`config.mk`:
```
export PLATFORM = sky130hd
export DESIGN_NAME = procyon_ccu_mhq_entry_mb
export DESIGN_NICKNAME = d
export VERILOG_FILES = /design/src/rtl/procyon_ccu_mhq_entry_mb.sv
export SDC_FILE = /design/constraint.sdc
export NUM_CORES = 1
export LEC_CHECK = 0
export BUFFER_PORTS_ARGS = -buffer_cell sky130_fd_sc_hd__buf_2
export CORE_AREA = 10 10 267 269
export CTS_CLUSTER_DIAMETER = 150
export CTS_CLUSTER_SIZE = 8
export DETAILED_ROUTE_END_ITERATION = 10
export DIE_AREA = 0 0 277 279
export PLACE_DENSITY = 0.47
export SYNTH_ARGS = -nofsm -noshare
export SYNTH_HDL_FRONTEND = slang
export SYNTH_SLANG_ARGS = --single-unit
```
`constraint.sdc`:
```
create_clock -name clk -period 3.2 [get_ports clk]
set_input_delay 0.64 -clock clk [delete_from_list [all_inputs] [get_ports clk]]
set_output_delay 0.64 -clock clk [all_outputs]
set_load 0.03 [all_outputs]
```
`src/rtl/procyon_ccu_mhq_entry_mb.sv`:
```
// procyon_ccu_mhq_entry_mb: one MHQ slot that fills its line over several CCU beats and
// merges store bytes. Optional macro PCYN_MHQ_CRIT_BEAT_FIRST_EN: fill critical beat first.

module procyon_ccu_mhq_byte (
   input  logic       clk,
   input  logic       rst,
   input  logic       alloc,
   input  logic       store_wr,
   input  logic       beat_wr,
   input  logic [7:0] store_byte,
   input  logic [7:0] beat_byte,
   output logic [7:0] data
);
   logic updated;

   // Store data always beats fill data, including a store landing in the same cycle.
   always_ff @(posedge clk) begin
      if (rst) begin
         data    <= '0;
         updated <= 1'b0;
      end else begin
         if (alloc)         updated <= 1'b0;
         else if (store_wr) updated <= 1'b1;
         if (store_wr)                 data <= store_byte;
         else if (beat_wr && !updated) data <= beat_byte;
      end
   end
endmodule

module procyon_ccu_mhq_entry_mb #(
   parameter  int OPTN_ADDR_WIDTH    = 32,
   parameter  int OPTN_DC_LINE_SIZE  = 32,
   parameter  int OPTN_CCU_BEAT_SIZE = 8,
   localparam int DC_OFFSET   = $clog2(OPTN_DC_LINE_SIZE),
   localparam int BEAT_OFFSET = $clog2(OPTN_CCU_BEAT_SIZE),
   localparam int NUM_BEATS   = OPTN_DC_LINE_SIZE / OPTN_CCU_BEAT_SIZE,
   localparam int BEAT_IDX_W  = (NUM_BEATS > 1) ? $clog2(NUM_BEATS) : 1,
   localparam int LINE_W      = OPTN_DC_LINE_SIZE * 8,
   localparam int BEAT_W      = OPTN_CCU_BEAT_SIZE * 8,
   localparam int TAG_W       = OPTN_ADDR_WIDTH - DC_OFFSET
) (
   input  logic                         clk,
   input  logic                         rst,
   output logic                         o_mhq_entry_valid,
   output logic                         o_mhq_entry_complete,
   output logic                         o_mhq_entry_dirty,
   output logic [TAG_W-1:0]             o_mhq_entry_addr,
   output logic [LINE_W-1:0]            o_mhq_entry_data,
   output logic [BEAT_IDX_W-1:0]        o_ccu_next_beat,
   input  logic [OPTN_ADDR_WIDTH-1:0]   i_lookup_addr,
   output logic                         o_lookup_hit,
   output logic                         o_lookup_beat_avail,
   input  logic                         i_update_en,
   input  logic                         i_update_we,
   input  logic [LINE_W-1:0]            i_update_wr_data,
   input  logic [OPTN_DC_LINE_SIZE-1:0] i_update_byte_select,
   input  logic [OPTN_ADDR_WIDTH-1:0]   i_update_addr,
   input  logic                         i_ccu_beat_valid,
   input  logic [BEAT_W-1:0]            i_ccu_beat_data,
   input  logic                         i_fill_launched
);
   typedef enum logic [1:0] {ST_INVALID, ST_FILLING, ST_COMPLETE} state_t;

   state_t                state, state_next;
   logic                  dirty;
   logic [TAG_W-1:0]      addr;
   logic [NUM_BEATS-1:0]  beat_arrived;
   logic [BEAT_IDX_W-1:0] beat_cnt, beat_cnt_inc, crit_beat, lookup_beat;
   logic [BEAT_IDX_W:0]   beats_left;
   logic                  alloc, store_wr, beat_accept, last_beat, lookup_arrived;
   logic                  unused_addr_bits;

   assign alloc       = (state == ST_INVALID) && i_update_en;
   assign store_wr    = (state != ST_INVALID) && i_update_en && i_update_we;
   assign beat_accept = (state == ST_FILLING) && i_ccu_beat_valid;
   assign last_beat   = beat_accept && (beats_left == (BEAT_IDX_W+1)'(1));

   assign beat_cnt_inc = (NUM_BEATS > 1) ? beat_cnt + BEAT_IDX_W'(1) : '0;
   assign unused_addr_bits = ^{i_lookup_addr[DC_OFFSET-1:0], i_update_addr[DC_OFFSET-1:0]};

   if (NUM_BEATS > 1) begin : g_multi_beat
      assign lookup_beat = i_lookup_addr[DC_OFFSET-1:BEAT_OFFSET];
`ifdef PCYN_MHQ_CRIT_BEAT_FIRST_EN
      assign crit_beat = i_update_addr[DC_OFFSET-1:BEAT_OFFSET];
`else
      assign crit_beat = '0;
`endif
   end else begin : g_single_beat
      assign lookup_beat = '0;
      assign crit_beat   = '0;
   end

   // A store in COMPLETE holds off the launch so the merged data is not lost.
   always_comb begin
      state_next = state;
      case (state)
         ST_INVALID:  if (i_update_en) state_next = ST_FILLING;
         ST_FILLING:  if (last_beat) state_next = ST_COMPLETE;
         ST_COMPLETE: if (i_fill_launched && !store_wr) state_next = ST_INVALID;
         default:     state_next = ST_INVALID;
      endcase
   end

   always_comb begin
      lookup_arrived = 1'b0;
      for (int b = 0; b < NUM_BEATS; b++)
         if (lookup_beat == BEAT_IDX_W'(b)) lookup_arrived = beat_arrived[b];
   end

   always_ff @(posedge clk) begin
      if (rst) begin
         state        <= ST_INVALID;
         dirty        <= 1'b0;
         addr         <= '0;
         beat_arrived <= '0;
         beat_cnt     <= '0;
         beats_left   <= '0;
      end else begin
         state <= state_next;
         if (alloc) begin
            addr         <= i_update_addr[OPTN_ADDR_WIDTH-1:DC_OFFSET];
            dirty        <= i_update_we;
            beat_arrived <= '0;
            beat_cnt     <= crit_beat;
            beats_left   <= (BEAT_IDX_W+1)'(NUM_BEATS);
         end else begin
            if (store_wr) dirty <= 1'b1;
            if (beat_accept) begin
               for (int b = 0; b < NUM_BEATS; b++)
                  if (beat_cnt == BEAT_IDX_W'(b)) beat_arrived[b] <= 1'b1;
               beat_cnt   <= beat_cnt_inc;
               beats_left <= beats_left - (BEAT_IDX_W+1)'(1);
            end
         end
      end
   end

   for (genvar i = 0; i < OPTN_DC_LINE_SIZE; i++) begin : g_byte
      procyon_ccu_mhq_byte u_byte (
         .clk        (clk),
         .rst        (rst),
         .alloc      (alloc),
         .store_wr   (store_wr && i_update_byte_select[i]),
         .beat_wr    (beat_accept && (beat_cnt == BEAT_IDX_W'(i / OPTN_CCU_BEAT_SIZE))),
         .store_byte (i_update_wr_data[i*8 +: 8]),
         .beat_byte  (i_ccu_beat_data[(i % OPTN_CCU_BEAT_SIZE)*8 +: 8]),
         .data       (o_mhq_entry_data[i*8 +: 8])
      );
   end

   assign o_mhq_entry_valid    = (state != ST_INVALID);
   assign o_mhq_entry_complete = (state == ST_COMPLETE) && !(i_update_en && i_update_we);
   assign o_mhq_entry_dirty    = dirty;
   assign o_mhq_entry_addr     = addr;
   assign o_ccu_next_beat      = beat_cnt;
   assign o_lookup_hit         = o_mhq_entry_valid && (i_lookup_addr[OPTN_ADDR_WIDTH-1:DC_OFFSET] == addr);
   assign o_lookup_beat_avail  = o_lookup_hit && lookup_arrived;
endmodule

```
==> metrics.yaml <==
status:
  outcome: "completed"
pwr:
  powerDensity_nw_per_um2: 512.6
  p_leak_nw: 8.516
  ir_worst_vdd_uv: 324.2
grt:
  grt_pass1_vias: 16221
  grt_start_max_net_pins: 146
  grt_pass1_wl_um: 111100
  grt_use_total: 0.1863
  overflow: 0
  antenna_found_initial: 10
critical_path:
  startpoint_type: "flip-flop"
  crit_fanout: 10
  crit_type: "reg2out"
  crit_required_ns: 2.56
  worst_setup_path_end_kind: "primary output"
  cp_slowest_stage_delay_ns: 0.54
  crit_arrival_ns: 2.27
  slowest_stage: "dfxtp_1"
  worstPathCellList: "nor2_1, buf_4, a211oi_1, nand4_1, nor4b_1, buf_2"
cts:
  cts_tree: "built"
  cts_max_level: 2
  cts_sinks: 327
  cts_setup_buffers: 0
  cts_resized: 0
  hold_buffers: 0
  clockBufferDepth: 3
  clkLatencyLatePin_ns: 0.57
  cts-root-buf: "clkbuf_16"
  clkTransAtPathRegs_ns: 0.05
  cts_buffers: 46
yosys:
  ys_seq_area_frac: 0.4532
  yosysWarnings: 0
  syn_avg_cell_area_um2: 8.002
  syn-num-nets: 2233
  syn_inst: 1805
  synth_cell_types: 37
  ys_ff_latch: 327
  syn-cell-area_um2: 14440
drt:
  firstDrtPassIters: 5
  finalWirelength_um: 76740
  wl_per_cell_um: 23.14
  drt_iter0_drc: 970
  drc: 0
  ant_nets: 0
  dr_total_vias: 16097
  vias_per_cell: 4.854
timing:
  hold_violations: 0
  setup_viol: 0
  fin_crit_sh: 0.9103
  whs_ns: 0.3232
  finalMaxSlewViolations: 0
  tightest_slew_ns: 0.9194
  setup_tns_ns: 0
  relSlewSlack: 0.3870
  skew_ns: 0.02458
  fin_crit_ns: 2.913
  fmax_mhz: 343.3
  rsz0062_at_grt: "no"
hold_path:
  min_path_type: "in2reg"
finish:
  layout-drive-gt1-share: 0.3380
  final_common_cell: "buf_2"
  mostFrequentLayoutCells: "702 x buf_2, 515 x nand2_1, 327 x dfxtp_1"
  fin_nets: 2877
  area_delta_synth_final_pct: 36.90
floorplan:
  fp-row-count: 94
  ios: 712
  start_util: 0.2201
  dieWidth_um: 277
  core_region_area_um2: 65630
  die-area_um2: 77280
  die_y_um: 279
placement:
  dp_hpwl_um: 59970
  gp_congestion: 0.9245
  port_buffers: 703
job:
  cap_violations: 0
[path summary, 6_finish.rpt]
path	from	to	slack, ns	cells past startpoint
max	state[0]$_SDFFE_PP0P_	o_lookup_beat_avail	0.29	6
min	i_update_byte_select[8]	g_byte[8].u_byte.updated$_SDFFE_PP0P_	0.32	3
max reg2reg	o_ccu_next_beat[0]$_SDFFE_PP0P_	g_byte[31].u_byte.data[7]$_SDFFE_PP0P_	0.92	6
min reg2reg	o_mhq_entry_dirty$_SDFFE_PP0P_	o_mhq_entry_dirty$_SDFFE_PP0P_	0.46	2
[through the flow]
step / instance area [µm²] / util / setup slack, ns / power (mW) / std cells
6_report: 19770 / 0.3013 / 0.2870 / 10.14 / 3316
5_1_grt: 19770 / 0.3013 / 0.1442 / 10.54 / 3315
4_1_cts: 19770 / 0.3012 / 0.2444 / 10.30 / 3314
3_5_place_dp: 18580 / 0.2831 / 0.5492 / 5.840 / 3265
3_3_place_gp: 18580 / 0.2831 / 0.4993 / 5.825 / 3265
2_1_floorplan: 14440 / - / 0.1870 / 5.110 / 1805
[Yosys cell counts]
library cell / count / area share
nor2_2: 18 / 0.0078
a311oi_1: 256 / 0.16
xnor2_1: 9 / 0.0055
nor4b_1: 1 / 0.00061
dfxtp_1: 327 / 0.45
o21ai_0: 65 / 0.023
mux4_2: 1 / 0.0016
o211a_1: 1 / 0.00069
a31oi_1: 1 / 0.00043
ha_1: 6 / 0.0052
or4_1: 1 / 0.00052
buf_6: 18 / 0.014
clkbuf_1: 63 / 0.016
o22ai_1: 2 / 0.00087
inv_1: 10 / 0.0026
and3b_1: 1 / 0.00061
and2_1: 1 / 0.00043
nor3_1: 2 / 0.00069
xor2_1: 17 / 0.010
nand2_1: 515 / 0.13
nand4_1: 3 / 0.0013
a211oi_1: 2 / 0.0010
nor4_1: 4 / 0.0017
buf_1: 9 / 0.0023
nand2_2: 2 / 0.00087
buf_2: 20 / 0.0069
nand2_4: 23 / 0.018
nand4b_1: 3 / 0.0018
or2_1: 24 / 0.010
nor2_1: 301 / 0.078
buf_8: 1 / 0.0010
nand2b_1: 2 / 0.00087
nor2_4: 12 / 0.0094
a21oi_1: 68 / 0.024
nand4b_4: 1 / 0.0016
a222oi_1: 1 / 0.00069
buf_4: 14 / 0.0073
[registers in the layout (all words and copies together), names as in the netlist]
name,count
o_mhq_entry_addr,27
o_mhq_entry_dirty,1
state,2
beat_arrived,4
o_ccu_next_beat,2
g_byte.u_byte.data,256
beats_left,3
g_byte.u_byte.updated,32
[critical path, delay by kind of cell, from the launching register on]
kind / cells / cell delay, ns
flip-flops: 1 / 0.54
buffers and inverters: 2 / 0.41
AND/OR/NAND/NOR: 3 / 0.55
AO/OA/AOI/OAI: 1 / 0.22
[metal layers]
metal / global-route usage / wire length (µm) / up-vias
li1: - / - / 7586
met1: 0.2204 / 31220 / 7780
met2: 0.3344 / 38810 / 614
met3: 0.03960 / 4797 / 109
met4: 0.05129 / 1863 / 8
met5: 0 / 48 / -
[cell families (layout without fill, tap and decap cells)]
family,count (synthesis),in the layout,synth area share
simple gates,914,914,0.2686
compound gates,396,396,0.2050
flops,327,327,0.4532
buf+inv,135,780,0.05059
xor+xnor,26,26,0.01577
fa+ha+maj,6,6,0.005197
mux,1,1,0.001559
other cells,0,2,0
[cell type report]
class / instances / area [µm²]
Timing Repair Buffer: 721 / 3739
Multi-Input combinational cell: 1343 / 7177
Antenna cell: 2 / 5.005
Clock inverter: 1 / 8.758
Inverter: 10 / 37.54
Fill cell: 7237 / 45850
Tap cell: 864 / 1081
Clock buffer: 48 / 1180
Sequential cell: 327 / 6546
[report_power, final]
| part | internal (mW) | total (mW) | switching (mW) |
|---|---|---|---|
| registers | 4.24 | 4.35 | 0.111 |
| logic | 0.458 | 1.40 | 0.940 |
| clock network | 2.56 | 4.39 | 1.83 |
| total | 7.26 | 10.1 | 2.88 |
Note: power is estimated with default switching activity, not from simulation.
